### src/rtl/mem_data_capture_if.sv
// mem_data_capture_if: request/ready capture bus between the memory controller and the MDR.
interface mem_data_capture_if #(
  parameter int DATA_W = 32,
  parameter int LANE_W = $clog2(DATA_W/8)
);
  logic              req;
  logic [LANE_W-1:0] addr_lo;
  logic [1:0]        size;
  logic              sign_ext;
  logic [DATA_W-1:0] mem_data;
  logic              mem_ready;
  logic [DATA_W-1:0] mdr_data;
  logic              mdr_valid;
  logic              busy;
  logic              timeout_err;
  modport master (
    output req, addr_lo, size, sign_ext, mem_data, mem_ready,
    input  mdr_data, mdr_valid, busy, timeout_err
  );
  modport slave (
    input  req, addr_lo, size, sign_ext, mem_data, mem_ready,
    output mdr_data, mdr_valid, busy, timeout_err
  );
endinterface

### src/rtl/mem_data_capture.sv
// mem_data_capture: memory data register capturing variable-latency read data, with lane alignment, extension and a watchdog.
module mem_data_capture #(
  parameter int DATA_W  = 32,
  parameter int TIMEOUT = 15,
  parameter int CNT_W   = 4
) (
  input logic clk,
  input logic reset,
  mem_data_capture_if.slave bus
);
  localparam int LANE_W = $clog2(DATA_W/8);
  localparam logic [0:0] IDLE = 1'b0;
  localparam logic [0:0] WAIT = 1'b1;
  logic [0:0]        state_q, state_d;
  logic [CNT_W-1:0]  cnt_q, cnt_d;
  logic [LANE_W-1:0] lo_q, lo_d, lo, off;
  logic [1:0]        sz_q, sz_d, sz;
  logic              sx_q, sx_d, sx;
  logic [DATA_W-1:0] mdr_data_q, mdr_data_d, shifted, mask, ext;
  logic              mdr_valid_q, mdr_valid_d, timeout_err_q, timeout_err_d;
  logic              capture, expire;
  int                se;
  // A zero-wait capture uses the live controls; a waited one uses the latched copy.
  always_comb begin
    lo = state_q == WAIT ? lo_q : bus.addr_lo;
    sz = state_q == WAIT ? sz_q : bus.size;
    sx = state_q == WAIT ? sx_q : bus.sign_ext;
    se = int'(sz) >= LANE_W ? LANE_W : int'(sz);
    off = lo & ~LANE_W'((1 << se) - 1);
    shifted = bus.mem_data >> {off, 3'b000};
    mask = {DATA_W{1'b1}} >> (DATA_W - (8 << se));
    // A full-width mask leaves ~mask empty, so sign_ext has no effect there.
    ext = (shifted & mask) | ((sx && |(shifted & (mask ^ (mask >> 1)))) ? ~mask : '0);
  end
  always_comb begin
    capture = bus.mem_ready && (state_q == WAIT || bus.req);
    expire = state_q == WAIT && !bus.mem_ready && TIMEOUT != 0 && cnt_q == CNT_W'(TIMEOUT);
    state_d = (capture || expire) ? IDLE : (state_q == IDLE && bus.req) ? WAIT : state_q;
    cnt_d = state_q == IDLE ? (bus.req ? CNT_W'(1) : cnt_q) : (&cnt_q ? cnt_q : cnt_q + 1'b1);
    lo_d = (state_q == IDLE && bus.req) ? bus.addr_lo : lo_q;
    sz_d = (state_q == IDLE && bus.req) ? bus.size : sz_q;
    sx_d = (state_q == IDLE && bus.req) ? bus.sign_ext : sx_q;
    mdr_data_d = capture ? ext : mdr_data_q;
    mdr_valid_d = capture;
    timeout_err_d = expire;
  end
  always_ff @(posedge clk or posedge reset)
    if (reset) begin
      state_q       <= IDLE;
      cnt_q         <= '0;
      lo_q          <= '0;
      sz_q          <= '0;
      sx_q          <= 1'b0;
      mdr_data_q    <= '0;
      mdr_valid_q   <= 1'b0;
      timeout_err_q <= 1'b0;
    end else begin
      state_q       <= state_d;
      cnt_q         <= cnt_d;
      lo_q          <= lo_d;
      sz_q          <= sz_d;
      sx_q          <= sx_d;
      mdr_data_q    <= mdr_data_d;
      mdr_valid_q   <= mdr_valid_d;
      timeout_err_q <= timeout_err_d;
    end
  assign bus.mdr_data    = mdr_data_q;
  assign bus.mdr_valid   = mdr_valid_q;
  assign bus.timeout_err = timeout_err_q;
  assign bus.busy        = state_q == WAIT;
endmodule

### src/flat_wrapper.sv
// flat-port wrapper written by rule: the top's interface ports become plain ports
module mem_data_capture_flat 
#(
  parameter int DATA_W  = 32,
  parameter int TIMEOUT = 15,
  parameter int CNT_W   = 4
)
  (clk, reset, bus_req, bus_addr_lo, bus_size, bus_sign_ext, bus_mem_data, bus_mem_ready, bus_mdr_data, bus_mdr_valid, bus_busy, bus_timeout_err);
  mem_data_capture_if #(.DATA_W(DATA_W)) bus_i ();
  input logic clk;
  input logic reset;
  input wire logic [$bits(bus_i.req)-1:0] bus_req;
  input wire logic [$bits(bus_i.addr_lo)-1:0] bus_addr_lo;
  input wire logic [$bits(bus_i.size)-1:0] bus_size;
  input wire logic [$bits(bus_i.sign_ext)-1:0] bus_sign_ext;
  input wire logic [$bits(bus_i.mem_data)-1:0] bus_mem_data;
  input wire logic [$bits(bus_i.mem_ready)-1:0] bus_mem_ready;
  output wire logic [$bits(bus_i.mdr_data)-1:0] bus_mdr_data;
  output wire logic [$bits(bus_i.mdr_valid)-1:0] bus_mdr_valid;
  output wire logic [$bits(bus_i.busy)-1:0] bus_busy;
  output wire logic [$bits(bus_i.timeout_err)-1:0] bus_timeout_err;
  assign bus_i.req = bus_req;
  assign bus_i.addr_lo = bus_addr_lo;
  assign bus_i.size = bus_size;
  assign bus_i.sign_ext = bus_sign_ext;
  assign bus_i.mem_data = bus_mem_data;
  assign bus_i.mem_ready = bus_mem_ready;
  assign bus_mdr_data = bus_i.mdr_data;
  assign bus_mdr_valid = bus_i.mdr_valid;
  assign bus_busy = bus_i.busy;
  assign bus_timeout_err = bus_i.timeout_err;
  mem_data_capture #(.DATA_W(DATA_W), .TIMEOUT(TIMEOUT), .CNT_W(CNT_W)) u_core (.clk(clk), .reset(reset), .bus(bus_i));
endmodule
### config.mk
export PLATFORM = sky130hd
export DESIGN_NAME = mem_data_capture_flat
export DESIGN_NICKNAME = d
export VERILOG_FILES = /design/src/rtl/mem_data_capture_if.sv /design/src/rtl/mem_data_capture.sv /design/src/flat_wrapper.sv
export SDC_FILE = /design/constraint.sdc
export NUM_CORES = 1
export LEC_CHECK = 0
export BUFFER_PORTS_ARGS = -buffer_cell sky130_fd_sc_hd__buf_2
export CORE_ASPECT_RATIO = 1.25
export CORE_UTILIZATION = 51
export DETAILED_ROUTE_END_ITERATION = 8
export GPL_TIMING_DRIVEN = 0
export PLACE_DENSITY = 0.87
export SYNTH_ARGS = -nofsm -noshare
export SYNTH_HDL_FRONTEND = slang
export SYNTH_SLANG_ARGS = --single-unit
### constraint.sdc
create_clock -name clk -period 2.65 [get_ports clk]
set_clock_uncertainty 0.2 [all_clocks]
set_input_delay 0.53 -clock clk [delete_from_list [all_inputs] [get_ports clk]]
set_output_delay 0.53 -clock clk [all_outputs]
set_load 0.005 [all_outputs]
After elaboration in Yosys (flattened, before gate mapping)
Index checks and enable logic that the tools add are counted.
{"block": "totals", "word_cells": 49, "regBits": 44, "inputBits": 41}
{"block": "op_classes", "magnitude_cmp": 1, "bitwise": 8, "shifts": 4, "muxes": 10, "n_reduce_logical": 13, "n_addsub": 3, "eq_ne": 2}
{"cell": "32-bit AND", "count": 2}
{"cell": "32-bit 2-to-1 mux", "count": 1}
{"cell": "32-bit inverter", "count": 1}
{"cell": "32-bit bitwise OR", "count": 1}
{"cell": "32-bit OR reduction", "count": 1}
{"cell": "1-bit by 32-bit left shift with 2-bit output (first input constant)", "count": 1}
{"cell": "4-bit by 32-bit left shift with 32-bit output (first input constant)", "count": 1}
{"cell": "32-bit by 32-bit >> shifter with 32-bit output (first input constant)", "count": 1}
{"cell": "32-bit by 5-bit >> shifter with 32-bit output", "count": 1}
{"cell": "7-bit by 32-bit subtractor with 32-bit output (first input constant)", "count": 1}
{"cell": "32-bit by 31-bit bitwise XOR with 32-bit output", "count": 1}
{"cell": "4-bit 2-to-1 mux", "count": 3}
{"cell": "2-bit 2-to-1 mux", "count": 3}
{"cell": "1-bit logical AND", "count": 5}
{"cell": "4-bit by 1-bit adder with 4-bit output (second input constant)", "count": 1}
{"cell": "4-bit equality test (second input constant)", "count": 1}
{"cell": "4-bit AND reduction", "count": 1}
{"cell": "2-bit nonzero test", "count": 2}
{"cell": "1-bit 2-to-1 mux", "count": 3}
{"cell": "2-bit AND", "count": 1}
{"cell": "2-bit >= comparator (second input constant)", "count": 1}
{"cell": "1-bit logical OR", "count": 2}
{"cell": "2-bit != test (second input constant)", "count": 1}
{"cell": "2-bit inverter", "count": 1}
{"cell": "4 further kinds", "count": 4}

Logic depth before layout (Yosys ltp)
{"block": "depth", "ltp_word": 13, "mapped_depth": 8, "mapped_depth_nobuf": 5}

Least setup slack after synthesis
OpenSTA, ideal clock, no wires.
{"block": "synth_path", "kind": "in2reg", "from": "input bus_size[1]", "to": "register u_core.mdr_data_q[17] (netlist: u_core.bus.mdr_data[17])", "path_stages": 7, "required_ns": 2.329, "slack_ns": 0.417, "setup_time_ns": 0.121, "arrival_ns": 1.912, "path_cell_list": "or3b_1 and2_1 buf_4 nor4b_4 nor3_4 buf_6 a21oi_2"}
{"block": "synth_via", "elab_chain_cells": 13, "elab_cells_between_ends": 19}
{"item": "from (decl)", "line": "flat_wrapper.sv:14", "source": "input wire logic [$bits(bus_i.size)-1:0] bus_size;"}
{"item": "2-bit 2-to-1 mux (*)", "line": "mem_data_capture.sv:26", "source": "sz = state_q == WAIT ? sz_q : bus.size;"}
{"item": "2-bit >= comparator", "line": "mem_data_capture.sv:28", "source": "se = int'(sz) >= LANE_W ? LANE_W : int'(sz);"}
{"item": "2-bit 2-to-1 mux (*)", "line": "mem_data_capture.sv:28"}
{"item": "parallel branches: the longest is 9 deep, another holds 7-bit by 32-bit subtractor with 32-bit output"}
{"item": "32-bit bitwise OR (*)", "line": "mem_data_capture.sv:33", "source": "ext = (shifted & mask) | ((sx && |(shifted & (mask ^ (mask >> 1)))) ? ~mask : '0);"}
{"item": "to (signal assigned)", "line": "mem_data_capture.sv:63", "source": "mdr_data_q <= mdr_data_d;"}
{"item": "to (decl)", "line": "mem_data_capture.sv:19", "source": "logic [DATA_W-1:0] mdr_data_q, mdr_data_d, shifted, mask, ext;"}
Every way passes the cells marked *.
A chain may end at the register's enable or synchronous reset.

Worst setup path in the final report
{"block": "layout_path", "from": "register u_core.state_q (netlist: u_core.bus.busy)", "to": "register u_core.mdr_data_q[25] (netlist: u_core.bus.mdr_data[25])"}
{"block": "layout_via", "elab_chain_cells": 13, "elab_cells_between_ends": 23}
{"item": "from (decl)", "line": "mem_data_capture.sv:14", "source": "logic [0:0] state_q, state_d;"}
{"item": "from (signal assigned)", "line": "mem_data_capture.sv:58", "source": "state_q <= state_d;"}
{"item": "parallel branches: the longest is 13 deep, another holds 7-bit by 32-bit subtractor with 32-bit output"}
Several ways; the timed one is not identified.

==> summary.txt <==
Status
  • Status: finished clean

Die
  • Io pins: 76
  • Core Area: between 0.004 and 0.005 mm²
  • Initial Utilization: 0.537
  • Die Height: 78.3 µm
  • Die ar.: 0.00494 mm²
  • # rows: 27
  • Die width: ~63 µm

Synthesis
  • Post-synth EDFFs: 0
  • Seq/Total Area, Yosys: 0.463
  • Post-Syn Area: roughly 0.0024 mm²
  • Simple-gate share of the synthesized area: 0.195
  • Top-area cell type share of the netlist area: 0.463
  • Total nets after synthesis: 270
  • Async SR Flop Fraction: 1.00
  • Synth area leaders: dfrtp_1 (46%), mux2_2 (10%), mux2i_1 (5.9%)
  • Adder-cell area share of the yosys netlist: 0.00527
  • Synth area leader: dfrtp_1
  • Xor and xnor area share after synthesis: 0
  • Top FF cell, synth: dfrtp_1
  • Combinational family with the most area after synthesis: simple AND/OR/NAND/NOR gates
  • Mux contribution to synthesized area: 0.159
  • Post-synthesis instance total: between 200 and 250
  • Syn Area/Cell: ~10 µm²
  • Yosys warnings: 0
  • Netlist cell types: 43
  • #FFs+latches synth: 44
  • Synth Area in Compound Gates: 0.145

Worst setup path
  • Critical path startpoint: u_core.bus.busy
  • Startpoint Class: flip-flop
  • CP Data Arrival Time: 2.46 ns
  • Worst Path Required: roughly 2.7 ns
  • Crit path capture: u_core.bus.mdr_data[25]
  • Worst r2r src: u_core.bus.busy
  • Setup CP Type: reg -> reg
  • Critical Path Fanout Max: 10
  • R2R Setup Slk: about 0.19 ns
  • CP endpoint kind: flip-flop
  • RR Endpoint: u_core.bus.mdr_data[25]
  • R2R depth: 7

STA
  • Final setup viols: 0
  • Final min period: 2.46 ns
  • Setup TNS: 0 ns
  • Fmax: 407 MHz
  • Final Hold Viols: 0
  • Pins over their slew limit: 0
  • Unrepaired setup endpoints after global routing: no
  • Period utilization: 0.928
  • Worst slew pin tran: between 0.5 and 0.6 ns
  • Slew headroom: 0.641

Placement
  • PortBufs: 75
  • Final Wtd Congestion: 0.818
  • Post-DP HPWL: around 4.3 mm

Routing
  • DR vias/cell: between 5 and 6
  • DR pass1 iterations: 4
  • Mean routed wirelength per cell: between 15 and 20 µm
  • DR vias: 2073
  • Antenna Nets Post-Route: 0
  • Initial DRC count: 204
  • Drt drc: 0
  • DRT Wirelength: ~5.6 mm

Clocking
  • CTS H-tree lvls: 2
  • Number of CTS-inserted buffers: 5
  • CTS max path bufs: 2
  • Clk sink count: 44
  • CTS tree: done
  • Clock Latency Late Sink: approximately 0.3 ns
  • Postcts setup bufs: 0
  • Clk pin slew, worst setup/hold paths: roughly 0.09 ns
  • Clock root buffer master: clkbuf_8

Final layout
  • # fillers: approximately 360
  • Diodes inserted: 0
  • Final net count: approximately 350
  • Util after Layout: 0.669
  • Area grow syn2layout: 24.6%
  • Share of cells above drive strength 1: 0.419

Power
  • Static Leak: 1.45 nW
  • Total Power: between 1.5 and 2 mW
  • Worst VDD drop: a little over 400 µV
  • Pwr Density: between 600 and 700 mW/mm²

Global route
  • GRT overflow: 0
  • Vias in the first global route: between 1.5k and 2k
  • First-pass GRT wire length: 9.36 mm
  • Initial antenna violation count: 0
  • GRT Total Usage: 0.248
  • Largest net degree at the start of global routing: 33

Worst hold path
  • HP Class: in -> reg

Run
  • Number of max-cap violations: 0
## worst min path at each step
| stage | start | end | slack, ns | depth (start not counted) |
|---|---|---|---|---|
| final | bus_mem_ready | u_core.bus.busy | 0.21 | 2 |
| after CTS | bus_mem_ready | u_core.bus.busy | 0.20 | 2 |
| after global routing | bus_mem_ready | u_core.bus.busy | 0.21 | 2 |
| after floorplan | u_core.bus.mdr_data[0] | u_core.bus.mdr_data[0] | 0.27 | 2 |
| after detailed placement | u_core.bus.mdr_data[0] | u_core.bus.mdr_data[0] | 0.27 | 2 |
| after global placement | u_core.bus.mdr_data[7] | u_core.bus.mdr_data[7] | 0.26 | 2 |
## logic make-up (layout without fill, tap and decap cells)
kind of cell | after synthesis | in the layout
adder cells (fa/ha/maj) | 1 | 1
AO/OA/AOI/OAI | 47 | 47
flip-flops | 44 | 44
multiplexers | 35 | 35
AND/OR/NAND/NOR | 87 | 87
buffers and inverters | 14 | 99
## worst max-delay path, stage by stage (launching register included)
cell and delay [ns]:
dfrtp_1 0.44, buf_6 0.16, and4bb_2 0.24, nor2_1 0.41, a41oi_1 0.28, nor3_4 0.33
buf_6 0.23, a21oi_2 0.07
## through the flow
stage,worst slack [ns],std cells,hold slack (ns),instance area [µm²]
global placement,0.119,361,0.257,2820
global route,0.0150,371,0.208,2960
detailed placement,0.0823,362,0.269,2840
CTS,0.111,371,0.199,2960
finish,0.191,371,0.208,2960
floorplan,0.417,228,0.273,2380
## cell usage after synthesis (3+ instances only)
| cell | n |
|---|---|
| a21oi_1 | 8 |
| a21oi_2 | 11 |
| clkbuf_1 | 6 |
| dfrtp_1 | 44 |
| mux2_2 | 21 |
| mux2i_1 | 14 |
| nand2_1 | 35 |
| nand3_1 | 6 |
| nor2_1 | 20 |
| nor3_1 | 5 |
| o21ai_0 | 11 |
| o221ai_1 | 7 |
| or3b_1 | 3 |
## layout by cell type, fill, tap and decap left out, types with 2 or more instances in the layout
| master | count |
|---|---|
| a21oi_1 | 8 |
| or3b_1 | 3 |
| and4b_1 | 2 |
| nand3_1 | 6 |
| o21ai_0 | 11 |
| nor2_1 | 20 |
| mux2_2 | 21 |
| inv_2 | 2 |
| buf_6 | 2 |
| o221ai_1 | 7 |
| buf_4 | 2 |
| nor3_1 | 5 |
| a21o_1 | 2 |
| clkbuf_1 | 7 |
| nand2_1 | 35 |
| clkbuf_8 | 5 |
| mux2i_1 | 14 |
| buf_2 | 76 |
| a21oi_2 | 11 |
| dfrtp_1 | 44 |
| and2_1 | 2 |
| nand3b_1 | 2 |
## report_power, final
part | total [mW] | internal [mW] | switching (mW)
logic | 0.514 | 0.251 | 0.263
registers | 0.879 | 0.796 | 0.0833
clock network | 0.506 | 0.280 | 0.227
## layer usage
layer / vias up / GRT usage / wire length (µm)
li1: 985 / - / -
met5: - / 0 / 0
met3: 13 / 0.0581 / 324
met1: 1001 / 0.303 / 2380
met4: 0 / 0.133 / 170
met2: 74 / 0.401 / 2720
## state kept, by name, indices dropped and copies added, names as in the netlist
| name | cells |
|---|---|
| u_core.lo_q | 2 |
| u_core.sz_q | 2 |
| u_core.sx_q | 1 |
| u_core.bus.mdr_valid | 1 |
| u_core.bus.mdr_data | 32 |
| u_core.bus.timeout_err | 1 |
| u_core.bus.busy | 1 |
| u_core.cnt_q | 4 |
## timing repair
action	in CTS	in global routing
resized for setup	0	1
hold buffers	1	0
setup endpoints to repair	0	10
hold endpoints to repair	12	0
## cell type report
| class | instances | area (µm²) | share of cell area |
|---|---|---|---|
| multi-input cells | 170 | 1200 | 0.405 |
| flip-flops and latches | 44 | 1100 | 0.372 |
| well taps | 58 | 72.6 | 0.0245 |
| clock buffers | 6 | 72.6 | 0.0245 |
| plain buffers | 11 | 65.1 | 0.0220 |
| repair buffers | 77 | 405 | 0.137 |
| clock inverters | 2 | 35.0 | 0.0118 |
| inverters | 3 | 11.3 | 0.00380 |
No activity file was read; power rests on OpenSTA's default activity.
